--- config.mk ---
export PLATFORM = sky130hd
export DESIGN_NAME = uart_rx_cfg
export DESIGN_NICKNAME = d
export VERILOG_FILES = /design/src/rtl/uart_rx_cfg.sv
export SDC_FILE = /design/constraint.sdc
export NUM_CORES = 1
export LEC_CHECK = 0
export ABC_AREA = 1
export BUFFER_PORTS_ARGS = -buffer_cell sky130_fd_sc_hd__buf_2
export CORE_MARGIN = 2
export CORE_UTILIZATION = 35
export DETAILED_ROUTE_END_ITERATION = 8
export PLACE_DENSITY = 0.54
export RECOVER_POWER = 50
export SYNTH_ARGS = -nofsm -noshare
export SYNTH_HDL_FRONTEND = slang
export SYNTH_SLANG_ARGS = --single-unit
--- constraint.sdc ---
create_clock -name clk -period 2.1 [get_ports clk]
set_input_delay 0.42 -clock clk [delete_from_list [all_inputs] [get_ports clk]]
set_output_delay 0.42 -clock clk [all_outputs]
set_load 0.005 [all_outputs]
--- src/rtl/uart_rx_cfg.sv ---
// ============================================================================
// uart_rx_cfg : configurable UART receiver (5..9 data bits, parity, 1/2 stop)
// Rev 1.0
// ============================================================================
`default_nettype none

module uart_rx_cfg #(
  parameter int CLOCKS_PER_BIT = 217,
  parameter int DATA_BITS      = 8,
  parameter int PARITY_MODE    = 0,
  parameter int STOP_BITS      = 1
) (
  input  logic                 clk,
  input  logic                 rst,
  input  logic                 i_RX_Serial,
  output logic                 o_RX_Data_Valid,
  output logic [DATA_BITS-1:0] o_RX_Byte,
  output logic                 o_Parity_Err,
  output logic                 o_Frame_Err,
  output logic                 o_Break,
  output logic                 o_Busy
);

  localparam int                CNT_W     = $clog2(CLOCKS_PER_BIT);
  localparam logic [CNT_W-1:0]  MID       = CNT_W'((CLOCKS_PER_BIT - 1) / 2);
  localparam logic [CNT_W-1:0]  LAST_CNT  = CNT_W'(CLOCKS_PER_BIT - 1);
  localparam logic [3:0]        LAST_IDX  = 4'(DATA_BITS - 1);
  localparam logic              LAST_STOP = 1'(STOP_BITS - 1);

  typedef enum logic [2:0] {
    S_IDLE      = 3'd0,
    S_START     = 3'd1,
    S_DATA      = 3'd2,
    S_PARITY    = 3'd3,
    S_STOP      = 3'd4,
    S_CLEANUP   = 3'd5,
    S_WAIT_HIGH = 3'd6
  } state_t;

  state_t               state_q, state_d;
  logic                 sync1_q, sync1_d, sync2_q, sync2_d;
  logic [2:0]           hist_q, hist_d;
  logic [CNT_W-1:0]     cnt_q, cnt_d;
  logic [3:0]           idx_q, idx_d;
  logic                 stop_q, stop_d;
  logic [DATA_BITS-1:0] shift_q, shift_d;
  logic                 par_q, par_d;
  logic                 facc_q, facc_d;
  logic                 zero_q, zero_d;
  logic                 valid_q, valid_d;
  logic [DATA_BITS-1:0] byte_q, byte_d;
  logic                 perr_q, perr_d;
  logic                 ferr_q, ferr_d;
  logic                 brk_q, brk_d;
  logic                 busy_q, busy_d;

  logic maj, tick, facc_nxt, zero_nxt;

  assign maj  = (hist_q[0] & hist_q[1]) | (hist_q[0] & hist_q[2]) | (hist_q[1] & hist_q[2]);
  assign tick = (cnt_q == LAST_CNT);
  assign facc_nxt = facc_q | ~maj;
  assign zero_nxt = zero_q & ~maj;

  always_comb begin
    state_d = state_q;
    sync1_d = i_RX_Serial;
    sync2_d = sync1_q;
    hist_d  = {hist_q[1:0], sync2_q};
    cnt_d   = cnt_q;
    idx_d   = idx_q;
    stop_d  = stop_q;
    shift_d = shift_q;
    par_d   = par_q;
    facc_d  = facc_q;
    zero_d  = zero_q;
    byte_d  = byte_q;
    valid_d = 1'b0;
    perr_d  = 1'b0;
    ferr_d  = 1'b0;
    brk_d   = 1'b0;

    case (state_q)
      S_IDLE: begin
        cnt_d  = '0;
        idx_d  = '0;
        stop_d = 1'b0;
        if (!sync2_q) state_d = S_START;
      end
      S_START: begin
        if (cnt_q == MID) begin
          cnt_d = '0;
          if (!maj) begin
            state_d = S_DATA;
            par_d   = 1'b0;
            facc_d  = 1'b0;
            zero_d  = 1'b1;
          end else begin
            state_d = S_IDLE;
          end
        end else begin
          cnt_d = cnt_q + 1'b1;
        end
      end
      S_DATA: begin
        if (tick) begin
          cnt_d   = '0;
          shift_d = {maj, shift_q[DATA_BITS-1:1]};
          par_d   = par_q ^ maj;
          zero_d  = zero_nxt;
          if (idx_q == LAST_IDX) begin
            idx_d   = '0;
            state_d = (PARITY_MODE != 0) ? S_PARITY : S_STOP;
          end else begin
            idx_d = idx_q + 4'd1;
          end
        end else begin
          cnt_d = cnt_q + 1'b1;
        end
      end
      S_PARITY: begin
        if (tick) begin
          cnt_d   = '0;
          par_d   = par_q ^ maj;
          zero_d  = zero_nxt;
          state_d = S_STOP;
        end else begin
          cnt_d = cnt_q + 1'b1;
        end
      end
      S_STOP: begin
        if (tick) begin
          cnt_d  = '0;
          facc_d = facc_nxt;
          zero_d = zero_nxt;
          if (stop_q == LAST_STOP) begin
            // par_q now holds XOR of data and parity bit
            state_d = S_CLEANUP;
            valid_d = 1'b1;
            byte_d  = shift_q;
            perr_d  = (PARITY_MODE == 1) ? ~par_q : (PARITY_MODE == 2) ? par_q : 1'b0;
            ferr_d  = facc_nxt;
            brk_d   = zero_nxt;
          end else begin
            stop_d = 1'b1;
          end
        end else begin
          cnt_d = cnt_q + 1'b1;
        end
      end
      S_CLEANUP: begin
        state_d = ferr_q ? S_WAIT_HIGH : S_IDLE;
      end
      S_WAIT_HIGH: begin
        if (sync2_q) state_d = S_IDLE;
      end
      default: state_d = S_IDLE;
    endcase

    busy_d = (state_d != S_IDLE);
  end

  always_ff @(posedge clk or posedge rst) begin
    if (rst) begin
      state_q <= S_IDLE;
      sync1_q <= 1'b1;
      sync2_q <= 1'b1;
      hist_q  <= 3'b111;
      cnt_q   <= '0;
      idx_q   <= '0;
      stop_q  <= 1'b0;
      shift_q <= '0;
      par_q   <= 1'b0;
      facc_q  <= 1'b0;
      zero_q  <= 1'b0;
      valid_q <= 1'b0;
      byte_q  <= '0;
      perr_q  <= 1'b0;
      ferr_q  <= 1'b0;
      brk_q   <= 1'b0;
      busy_q  <= 1'b0;
    end else begin
      state_q <= state_d;
      sync1_q <= sync1_d;
      sync2_q <= sync2_d;
      hist_q  <= hist_d;
      cnt_q   <= cnt_d;
      idx_q   <= idx_d;
      stop_q  <= stop_d;
      shift_q <= shift_d;
      par_q   <= par_d;
      facc_q  <= facc_d;
      zero_q  <= zero_d;
      valid_q <= valid_d;
      byte_q  <= byte_d;
      perr_q  <= perr_d;
      ferr_q  <= ferr_d;
      brk_q   <= brk_d;
      busy_q  <= busy_d;
    end
  end

  assign o_RX_Data_Valid = valid_q;
  assign o_RX_Byte       = byte_q;
  assign o_Parity_Err    = perr_q;
  assign o_Frame_Err     = ferr_q;
  assign o_Break         = brk_q;
  assign o_Busy          = busy_q;

endmodule

`default_nettype wire

; Word level (Yosys, flattened, before mapping)
; Cells that the tools add are included.
; W data, S select, Z words.
[op_classes]
eq_ne = 14
n_addsub = 2
bitwise_logic = 9
mux = 37
reduce_logical = 14
[ops]
columns = operator, n
row1 = $mux W3, 9
row2 = $pmux W8 S3, 1
row3 = $pmux W3 S7, 1
row4 = $mux W1, 17
row5 = $mux W8, 2
row6 = $eq A3 B3 Y1 const B, 3
row7 = $add A8 B1 Y8 const B, 1
row8 = $eq A8 B7 Y1 const B, 1
row9 = $eq A8 B8 Y1 const B, 1
row10 = $mux W4, 2
row11 = $ne A2 B2 Y1 const B, 4
row12 = $pmux W4 S2, 1
row13 = $reduce_and A4 Y1, 2
row14 = $reduce_bool A2 Y1, 4
row15 = $eq A3 B2 Y1 const B, 2
row16 = $pmux W1 S2, 3
row17 = $reduce_and A2 Y1, 3
row18 = $reduce_bool A3 Y1, 2
row19 = $add A4 B1 Y4 const B, 1
row20 = $and A1 B1 Y1, 4
row21 = $eq A4 B3 Y1 const B, 1
row22 = $eq A3 B1 Y1 const B, 1
row23 = $logic_not A3 Y1, 1
row24 = $or A1 B1 Y1, 3
row25 = 5 further kinds, 6
[word_totals]
elab_cells = 91
output_inout_bits = 13
inputBits = 3
regBits = 43

; Logic depth before layout (Yosys ltp)
[logic_depth]
word_depth = 8
depth_mapped = 11
mapped_depth_nobuf = 10

; Worst setup path before layout
; No wires, ideal clock.
[synth_timing]
path_type = reg-to-reg
startpoint = register cnt_q[0]
endpoint = register byte_q[7], in the netlist o_RX_Byte[7]
path_buffers = 1
required_time_ns = 1.983
stages_incl_launch_ff = 11
setup_time_ns = 0.117
arrival_time_ns = 1.419
setup_slack_ns = 0.563
period_less_slack_ns = 1.537
cell_sequence = dfrtp_1 -> inv_1 -> ha_1 -> nand2_1 -> nor2_1 -> nand2_2 -> nor3_4 -> inv_2 -> buf_6 -> nand2_1 -> o21ai_2
[synth_between]
elab_chain_cells = 2
[synth_lines]
columns = item, line_no
row1 = from (decl), 43  ; logic [CNT_W-1:0] cnt_q, cnt_d;
row2 = from (signal assigned), 186  ; cnt_q <= cnt_d;
row3 = $eq A8 B8 Y1, 60  ; assign tick = (cnt_q == LAST_CNT);
row4 = $reduce_and A3 Y1 (no line), -
row5 = to (signal assigned), 194  ; byte_q <= byte_d;
row6 = to (decl), 51  ; logic [DATA_BITS-1:0] byte_q, byte_d;
; Every way passes these cells.
; A chain may end at the register's enable or synchronous reset.

; Final worst setup path
[layout_timing]
startpoint = register cnt_q[0]
endpoint = register idx_q[0]
[layout_between]
elab_chain_cells = 3
[layout_lines]
columns = item, line_no
row1 = $eq A8 B8 Y1, 60
row2 = $ne A2 B2 Y1 (no line), -
row3 = $reduce_and A2 Y1 (no line), -
row4 = to (signal assigned), 187  ; idx_q <= idx_d;
row5 = to (decl), 44  ; logic [3:0] idx_q, idx_d;
; Every way passes these cells.

==> metrics <==
Max rail drop VDD 0.264 mV; biggest area consumer among synthesized cells dfrtp_1; chip height 79.8 um; P_leak 1.15 nW; Iteration-0 DRC Markers 113; Max Buffers Root-to-Sink 2; Worst Skew 0.00963 ns; largest net degree at the start of global routing 27; antenna violations before repair 0; Largest delay share family, worst path simple AND/OR/NAND/NOR gates; P&R area growth vs syn 12.6%; period utilization 0.778; Vias 1458; synth top area cells dfrtp_1 (47%), nand2_1 (13%), inv_1 (6.9%), dfstp_2 (6.5%), nand3_1 (5.0%); outcome complete, no violations; TritonCTS clock tree yes; vias in the first global route 1341; RSZ-0062 raised after global routing no; max-slew violation count 0; Die X-Extent 79.8 um; Worst-Skew Late Latency 0.30 ns; CTS root buf clkbuf_8; worst-path fanout max 20; 1st-pass router iterations 4; footprint of the multi-input gates 751 um2; Row Count 27; Commonest cells post-synth nand2_1 (68), dfrtp_1 (38), inv_1 (37); Hold WS 0.128 ns; type of the tightest min-delay check input port to asynchronous set/reset pin; xor-xnor portion of the synthesized cell area 0.0174; Crit Path Category flop to flop; fillers 574; YS warnings 0; pre-CTS setup slack 0.479 ns; I/O pin total 16; top cell type's share of synthesized area 0.473; Critical Path RT 2.34 ns; Total GRT Usage 0.127; Die Area 6370 um2; Worst EP arrival 1.87 ns; Syn Nets 247; Max Freq 0.612 GHz; PD cells 616 nW/um2; H-tree levels 2; CP dominant cell by count nand2_1; CTS Hold Buffers Added 0; top_reg_cell synth dfrtp_1; final setup fails 0; synth unique cells 25; CP bufs+invs 3; CTS buffer count 5; layout cell share with drive strength beyond 1 0.157; final WL 3.40 mm; asr flop ratio synth 1.00; count leader, synth nand2_1; Residual DRC 0; Slew @ Worst Pin 0.657 ns; Synth Register Bits 43; Vias/cell 4.38; setup_tns 0 ns; CP max-delay cell dfrtp_1; Tot Pwr 1.39 mW; post-synthesis simple-gate area fraction 0.254; Initial Utilization 0.363; Post-Synth Adder-Cell Area 0.0187; Post-synth EDFFs 0; setup ws final 0.465 ns; HPWL Detailed 2.51 mm; first-pass GRT wire length 6.17 mm; post-synthesis mux area share 0; GRT Residual Overflow 0; post-CTS sizing 0; syn avg cell area 8.35 um2; Synth Area in Compound Gates 0.0827; Max Cap Viol 0; post-DR wirelength/cell 10.2 um; Register Area 1080 um2; Worst Setup End Kind flop; Critical Path Source Type flop; Worst-path clk slew 0.08 ns; Critical Path Max Stage Delay 0.41 ns; Worst path depth 11; # diodes 0; Seq/Total Area, Yosys 0.538; Mapped Cells 241; critical path cell sequence inv_1 > ha_1 > nand2_1 > nor2_1 > nand2_2 > inv_1 > nand2_1 > buf_4 > nand2_2 > nand3_1 > nand2_1; buffer count from post-CTS setup fixing 0; Slew HR 0.560; Reg2Reg Depth 11; Detail Route Antenna Nets 0; GPL Wtd Cong 0.802; port bufs 14; Fin. Hold Viols 0; Sink Count 43; nets 266; mapped cell area 2010 um2; largest family of logic cells by synthesized area simple AND/OR/NAND/NOR gates; min cycle time layout 1.63 ns; Core Area 5540 um2
## sequential cells by signal, indices dropped and copies added, names as in the netlist
signal,count
cnt_q,8
facc_q,1
hist_q,3
idx_q,4
o_Break,1
o_Busy,1
o_Frame_Err,1
o_RX_Byte,8
o_RX_Data_Valid,1
shift_q,8
state_q,3
stop_q,1
sync1_q,1
sync2_q,1
zero_q,1
## metal layers
metal  wire [um]  global-route usage
met3         113              0.0373
met4          69              0.0508
met1        1860               0.179
met5           0                   0
met2        1360               0.181
## through the flow
stage / cells / cell area [um2] / utilization
5_1_grt: 333 / 2260 / 0.409
6_report: 333 / 2260 / 0.409
3_5_place_dp: 325 / 2170 / 0.392
4_1_cts: 333 / 2270 / 0.409
3_3_place_gp: 325 / 2170 / 0.392
2_1_floorplan: 241 / 2010 / -
## cells by family after synthesis
family | after synthesis
AND/OR/NAND/NOR | 120
adder cells (fa/ha/maj) | 3
AO/OA/AOI/OAI | 27
flip-flops | 43
XOR/XNOR | 4
other | 1
buffers and inverters | 43
## cell type report
| cell class | count | area share |
|---|---|---|
| flip-flops and latches | 43 | 0.478 |
| multi-input cells | 155 | 0.331 |
| inverters | 38 | 0.0630 |
| repair buffers | 17 | 0.0464 |
| well taps | 72 | 0.0398 |
| clock buffers | 5 | 0.0304 |
| clock inverters | 3 | 0.0110 |
## cells in the final DEF (no fill, tap or decap)
master       n
inv_2        1
buf_2       14
nor3_1       3
buf_12       1
o21ai_0     15
inv_1       36
nand3_1     20
nand2_2      3
xnor2_1      2
nand3b_1     1
clkinvlp_4   1
nor2_2       2
dfrtp_1     38
nor3_4       1
xor2_1       2
o21bai_1     1
conb_1       1
clkinv_1     1
dfstp_1      3
clkinv_4     2
ha_1         3
buf_4        2
clkbuf_8     5
nand2_1     68
a21oi_1      2
o21a_1       1
dfstp_2      2
o21ai_2      7
o21ai_1      1
nor2_1      22
## path summary, 6_finish.rpt
path	startpoint	endpoint	slack, ns
max	cnt_q[0]	idx_q[0]	0.47
max reg2reg	cnt_q[0]	idx_q[0]	0.47
max in group asynchronous	rst	hist_q[2]	1.41
min reg2reg	sync1_q	sync2_q	0.36
min	rst	cnt_q[7]	0.13
min in group clk	i_RX_Serial	sync1_q	0.22
## power by group
group / internal (mW) / total, mW / switching [mW]
Clock: 0.237 / 0.528 / 0.291
Combinational: 0.00709 / 0.0290 / 0.0219
Sequential: 0.835 / 0.837 / 0.00261
Total: 1.08 / 1.39 / 0.315
Note: power is estimated with default switching activity, not from simulation.
